<file path="config.mk">
export PLATFORM = sky130hd
export DESIGN_NAME = boot_ctrl
export DESIGN_NICKNAME = d
export VERILOG_FILES = /design/src/rtl/boot_ctrl.sv
export SDC_FILE = /design/constraint.sdc
export NUM_CORES = 1
export LEC_CHECK = 0
export ABC_AREA = 1
export ABC_CLOCK_PERIOD_IN_PS = 4210
export BUFFER_PORTS_ARGS = -buffer_cell sky130_fd_sc_hd__buf_2
export CAP_MARGIN = 30
export CORE_ASPECT_RATIO = 0.75
export CORE_UTILIZATION = 34
export CTS_BUF_LIST = sky130_fd_sc_hd__clkbuf_4 sky130_fd_sc_hd__clkbuf_8
export DETAILED_ROUTE_END_ITERATION = 8
export PLACE_DENSITY_LB_ADDON = 0.2
export SKIP_CTS_REPAIR_TIMING = 1
export SYNTH_ARGS = -nofsm -noshare
export SYNTH_HDL_FRONTEND = slang
export SYNTH_SLANG_ARGS = --single-unit
</file>
<file path="constraint.sdc">
create_clock -name sys_clk -period 4.21 [get_ports sys_clk]
set_input_delay 0.842 -clock sys_clk [delete_from_list [all_inputs] [get_ports sys_clk]]
set_output_delay 0.842 -clock sys_clk [all_outputs]
set_load 0.005 [all_outputs]
</file>
<file path="src/rtl/boot_ctrl.sv">
// Boot controller: streams a program into instruction memory, releases the core,
// then watches for a halt icode or a run-cycle budget overrun.
module boot_ctrl #(
   parameter int DATA_WIDTH = 8,
   parameter int ADDR_WIDTH = 64,
   parameter int MAX_BYTES  = 1024,
   parameter int HALT_MASK  = 2
) (
   input  logic                  sys_clk,
   input  logic                  rst_n,
   input  logic                  start,
   input  logic                  abort,
   input  logic [31:0]           run_limit,
   input  logic                  s_valid,
   output logic                  s_ready,
   input  logic [DATA_WIDTH-1:0] s_data,
   input  logic                  s_last,
   output logic                  wr_en,
   output logic [ADDR_WIDTH-1:0] wr_addr,
   output logic [DATA_WIDTH-1:0] wr_data,
   output logic                  core_rst_n,
   output logic                  core_valid,
   input  logic [3:0]            f_icode_i,
   output logic                  busy,
   output logic                  done,
   output logic                  error,
   output logic [1:0]            err_code,
   output logic [15:0]           byte_count,
   output logic [31:0]           cycle_count,
   output logic [2:0]            dbg_state_o
);

   // Stream handshake: a byte transfers on a rising edge where s_valid && s_ready;
   // s_ready is registered and is high exactly while the FSM is in LOAD.
   typedef enum logic [2:0] {
      S_IDLE   = 3'd0,
      S_LOAD   = 3'd1,
      S_SETTLE = 3'd2,
      S_RUN    = 3'd3,
      S_HALTED = 3'd4,
      S_ERROR  = 3'd5
   } state_e;

   localparam logic [15:0] LAST_IDX = 16'(MAX_BYTES - 1);

   state_e                  state_q, state_d;
   logic                    s_ready_q;
   logic                    wr_en_q;
   logic [ADDR_WIDTH-1:0]   wr_addr_q;
   logic [DATA_WIDTH-1:0]   wr_data_q;
   logic                    core_rst_n_q;
   logic                    core_valid_q;
   logic                    busy_q;
   logic                    done_q;
   logic                    error_q;
   logic [1:0]              err_code_q, err_code_d;
   logic [15:0]             byte_count_q, byte_count_d;
   logic [31:0]             cycle_count_q, cycle_count_d;
   logic                    accept;
   logic                    halt_hit;
   logic                    timeout_hit;

   always_comb begin
      accept        = s_valid && s_ready_q;
      halt_hit      = (f_icode_i == 4'h0) && (cycle_count_q >= 32'(HALT_MASK));
      timeout_hit   = (run_limit != 32'd0) && (cycle_count_q == run_limit - 32'd1);
      state_d       = state_q;
      err_code_d    = err_code_q;
      byte_count_d  = accept ? byte_count_q + 16'd1 : byte_count_q;
      cycle_count_d = cycle_count_q;
      if (abort) begin
         state_d = S_IDLE;
      end else begin
         case (state_q)
            S_IDLE, S_HALTED, S_ERROR: begin
               if (start) begin
                  state_d       = S_LOAD;
                  err_code_d    = 2'b00;
                  byte_count_d  = 16'd0;
                  cycle_count_d = 32'd0;
               end
            end
            S_LOAD: begin
               if (accept) begin
                  if (s_last) begin
                     state_d = S_SETTLE;
                  end else if (byte_count_q == LAST_IDX) begin
                     state_d    = S_ERROR;
                     err_code_d = 2'b01;
                  end
               end
            end
            S_SETTLE: state_d = S_RUN;
            S_RUN: begin
               if (cycle_count_q != 32'hFFFF_FFFF) cycle_count_d = cycle_count_q + 32'd1;
               // Halt wins over a timeout landing on the same cycle.
               if (halt_hit) begin
                  state_d = S_HALTED;
               end else if (timeout_hit) begin
                  state_d    = S_ERROR;
                  err_code_d = 2'b10;
               end
            end
            default: state_d = S_IDLE;
         endcase
      end
   end

   always_ff @(posedge sys_clk or negedge rst_n) begin
      if (!rst_n) begin
         state_q       <= S_IDLE;
         s_ready_q     <= 1'b0;
         wr_en_q       <= 1'b0;
         wr_addr_q     <= '0;
         wr_data_q     <= '0;
         core_rst_n_q  <= 1'b0;
         core_valid_q  <= 1'b0;
         busy_q        <= 1'b0;
         done_q        <= 1'b0;
         error_q       <= 1'b0;
         err_code_q    <= 2'b00;
         byte_count_q  <= 16'd0;
         cycle_count_q <= 32'd0;
      end else begin
         state_q       <= state_d;
         s_ready_q     <= (state_d == S_LOAD);
         core_valid_q  <= (state_d == S_RUN);
         core_rst_n_q  <= (state_d == S_RUN) || (state_d == S_HALTED);
         busy_q        <= (state_d == S_LOAD) || (state_d == S_SETTLE) || (state_d == S_RUN);
         done_q        <= (state_d == S_HALTED);
         error_q       <= (state_d == S_ERROR);
         err_code_q    <= err_code_d;
         byte_count_q  <= byte_count_d;
         cycle_count_q <= cycle_count_d;
         // An accepted byte is always written, even if abort arrives alongside it.
         wr_en_q       <= accept;
         if (accept) begin
            wr_addr_q <= ADDR_WIDTH'(byte_count_q);
            wr_data_q <= s_data;
         end
      end
   end

   assign s_ready     = s_ready_q;
   assign wr_en       = wr_en_q;
   assign wr_addr     = wr_addr_q;
   assign wr_data     = wr_data_q;
   assign core_rst_n  = core_rst_n_q;
   assign core_valid  = core_valid_q;
   assign busy        = busy_q;
   assign done        = done_q;
   assign error       = error_q;
   assign err_code    = err_code_q;
   assign byte_count  = byte_count_q;
   assign cycle_count = cycle_count_q;
   assign dbg_state_o = state_q;

endmodule

</file>
==> flow_summary.json <==
{
  "gp_congestion": 0.928,
  "crit_path_max_incr_delay_ps": 510,
  "cp-end-kind": "flop",
  "die_w_um": 156,
  "clk_transition_reported_paths_ps": 90,
  "slew_headroom_pct": 44.0,
  "antenna_found_initial": 0,
  "htreeDepth": 3,
  "crit_fanout": 13,
  "crit_chain": "ha_1 > nand2_1 > nor3_1 > nand2_1 > nor2_1 > nand2_1 > nand3_2 > inv_2 > nand3_1 > nor4_1 > nand2_1 > nand2_1 > nand2_1 > nor2_1",
  "critPathArrivalTime_ps": 3210,
  "setup_tns_ps": 0,
  "status": "completed",
  "syn_area_sq_um": 6080,
  "dpl.hpwl_mm": 14.8,
  "synth.mux.area_fraction_pct": 0,
  "p_leak_nw": 3.69,
  "clockRootBuffer": "clkbuf_8",
  "synthDistinctLibCells": 45,
  "worst_setup_path_start_kind": "flop",
  "setup-violations-final": 0,
  "synth_top_family_by_area": "simple AND/OR/NAND/NOR gates",
  "finalInstanceArea_sq_um": 7080,
  "synth_compound_area_share_pct": 8.77,
  "cpMostUsedCell": "nand2_1",
  "synth_edf_count": 0,
  "grt_max_degree": 63,
  "clockBufferDepth": 2,
  "wl_per_cell_um": 14.8,
  "hold_class": "flop to flop",
  "dieArea_sq_um": 18400,
  "initial_core_util_pct": 35.5,
  "crit_start": "cycle_count[1]",
  "cp.buffers_inverters": 1,
  "yosys_register_bits": 84,
  "syn_area_per_cell_sq_um": 6.92,
  "diodes": 0,
  "route.final.wire_length_mm": 18.6,
  "dieHeight_um": 118,
  "seq_area_frac_synth_pct": 34.6,
  "synth_ff_type": "dfrtp_1",
  "vias": 5873,
  "cts_tree": "yes",
  "rsz0062_at_grt": "no",
  "fin_skew_ps": 12.2,
  "portBuffers": 133,
  "drive_gt1_share_pct": 19.9,
  "grt_overflow_total": 0,
  "finalMaxSlewViolations": 0,
  "io_pins": 182,
  "grtUsageTotal_pct": 20.5,
  "placed_area_sq_um": 6850,
  "ir_drop_uv": 138,
  "syn_inst": 878,
  "ys_warn_count": 0,
  "drc_errors": 0,
  "nets": 1067,
  "numCtsBuffers": 9,
  "fmax_mhz": 343,
  "path_class": "flop to flop",
  "synth-xor-area-share_pct": 5.13,
  "row_count": 41,
  "worstMarginPinSlew_ps": 841,
  "r2r-start": "cycle_count[1]",
  "drt_iter0_markers": 457,
  "setup_ws_ps": 1300,
  "synth_simple_gate_area_share_pct": 37.0,
  "hold_viol": 0,
  "fin_cells": 1254,
  "cp.required_ps": 4500,
  "cts_sinks": 84,
  "antenna_left": 0,
  "max_cap_violations": 0,
  "dp_cells": 1238,
  "hold_path.startpoint": "wr_addr[5]",
  "core_area_sq_um": 17100,
  "grt_pass1_vias": 5082,
  "min_period_over_period_pct": 69.2,
  "crit_family": "simple AND/OR/NAND/NOR gates",
  "via_per_inst": 4.68,
  "area_growth_pct": 16.5,
  "synthAdderAreaFrac_pct": 0.823,
  "ys_async_sr_fraction_pct": 100,
  "post-place-ws_ps": 1130,
  "first_pass_iters": 6,
  "min_period_ps": 2910,
  "power.density_nw_per_um2": 275,
  "worst_path_max_delay_cell": "dfrtp_1",
  "grt_pass1_wl_mm": 28.9,
  "insertion_delay_ps": 360
}
-- flip-flops by register name, summed over array words and instances (netlist names), 2 cells and up --
name         flops
cycle_count     32
byte_count      16
err_code         2
dbg_state_o      3
wr_data          8
wr_addr         16
-- worst paths after layout --
kind                       slack, ps         endpoint  cells past startpoint
max                             1300  cycle_count[31]                     14
min                              480       wr_addr[5]                      2
max reg2reg                     1300  cycle_count[31]                     14
min reg2reg                      480       wr_addr[5]                      2
max in group asynchronous       2800    byte_count[8]                      2
min in group asynchronous        570       wr_data[3]                      1
-- layout make-up --
cell class / instances / area [sq um]
Fill cell: 1825 / 10100
Multi-Input combinational cell: 670 / 3330
Sequential cell: 84 / 2100
Timing Repair Buffer: 140 / 721
Inverter: 108 / 405
Tap cell: 236 / 295
Clock buffer: 9 / 124
Clock inverter: 7 / 106
-- per-stage QoR --
stage | hold slack [ps] | utilization [%] | power, mW
2_1_floorplan | 464 | - | 1.15
3_3_place_gp | 460 | 40.0 | 1.29
3_5_place_dp | 457 | 40.0 | 1.29
4_1_cts | 487 | 41.3 | 1.97
5_1_grt | 504 | 41.3 | 2.06
6_report | 484 | 41.3 | 1.95
-- kinds of logic after synthesis --
group / after synthesis
other: 1
buffers and inverters: 171
DFF: 84
AOI/OAI and AO/OA: 91
and+or+nand+nor: 493
xor gates and xnor gates: 34
adders and majority gates: 4
-- power by group --
group / switching [mW] / internal (mW)
sequential: 0.0383 / 0.862
combinational: 0.237 / 0.138
clock: 0.326 / 0.346
total: 0.602 / 1.35
-- layout by cell type (no fill, tap or decap), drive strengths merged, types with 4 or more instances in the layout --
cell / n
ha: 4
clkinv: 4
a31oi: 4
nand4: 18
dfrtp: 84
xor2: 22
conb: 48
nor2: 132
buf: 140
o31ai: 5
nand3b: 7
a21oi: 29
nand2: 245
clkbuf: 9
xnor2: 11
inv: 109
o21bai: 4
nand3: 47
nor3: 30
nor4: 13
o21ai: 40
-- metal layers --
| layer | GRT usage, % | part of all wire [%] |
|---|---|---|
| met5 | 0 | 0 |
| met3 | 4.23 | 8.5 |
| met4 | 3.25 | 0.58 |
| met1 | 34.4 | 52 |
| met2 | 26.0 | 39 |
-- cell usage after synthesis, types with 4 or more instances --
master	number	area [sq um]
nand2_2	11	68.8
nor2_1	110	413
o21ai_0	36	180
xnor2_1	11	96.3
a21oi_1	27	135
nor3_1	29	145
nand3_2	4	40.0
o31ai_1	5	37.5
nand3b_1	7	52.6
clkbuf_1	10	37.5
nand4_1	18	113
nand2_1	232	871
ha_1	4	50.1
nand3_1	43	215
a31oi_1	4	25.0
nor4_1	13	81.3
nor2_2	9	56.3
nor2_4	12	135
xor2_1	22	193
dfrtp_1	84	2100
buf_4	48	360
inv_1	103	387
-- worst min-delay path, stage by stage (launching register included) --
cell	delay, ps
dfrtp_1	350
nand2_1	50
nand2_1	60
No activity file was read; power rests on OpenSTA's default activity.
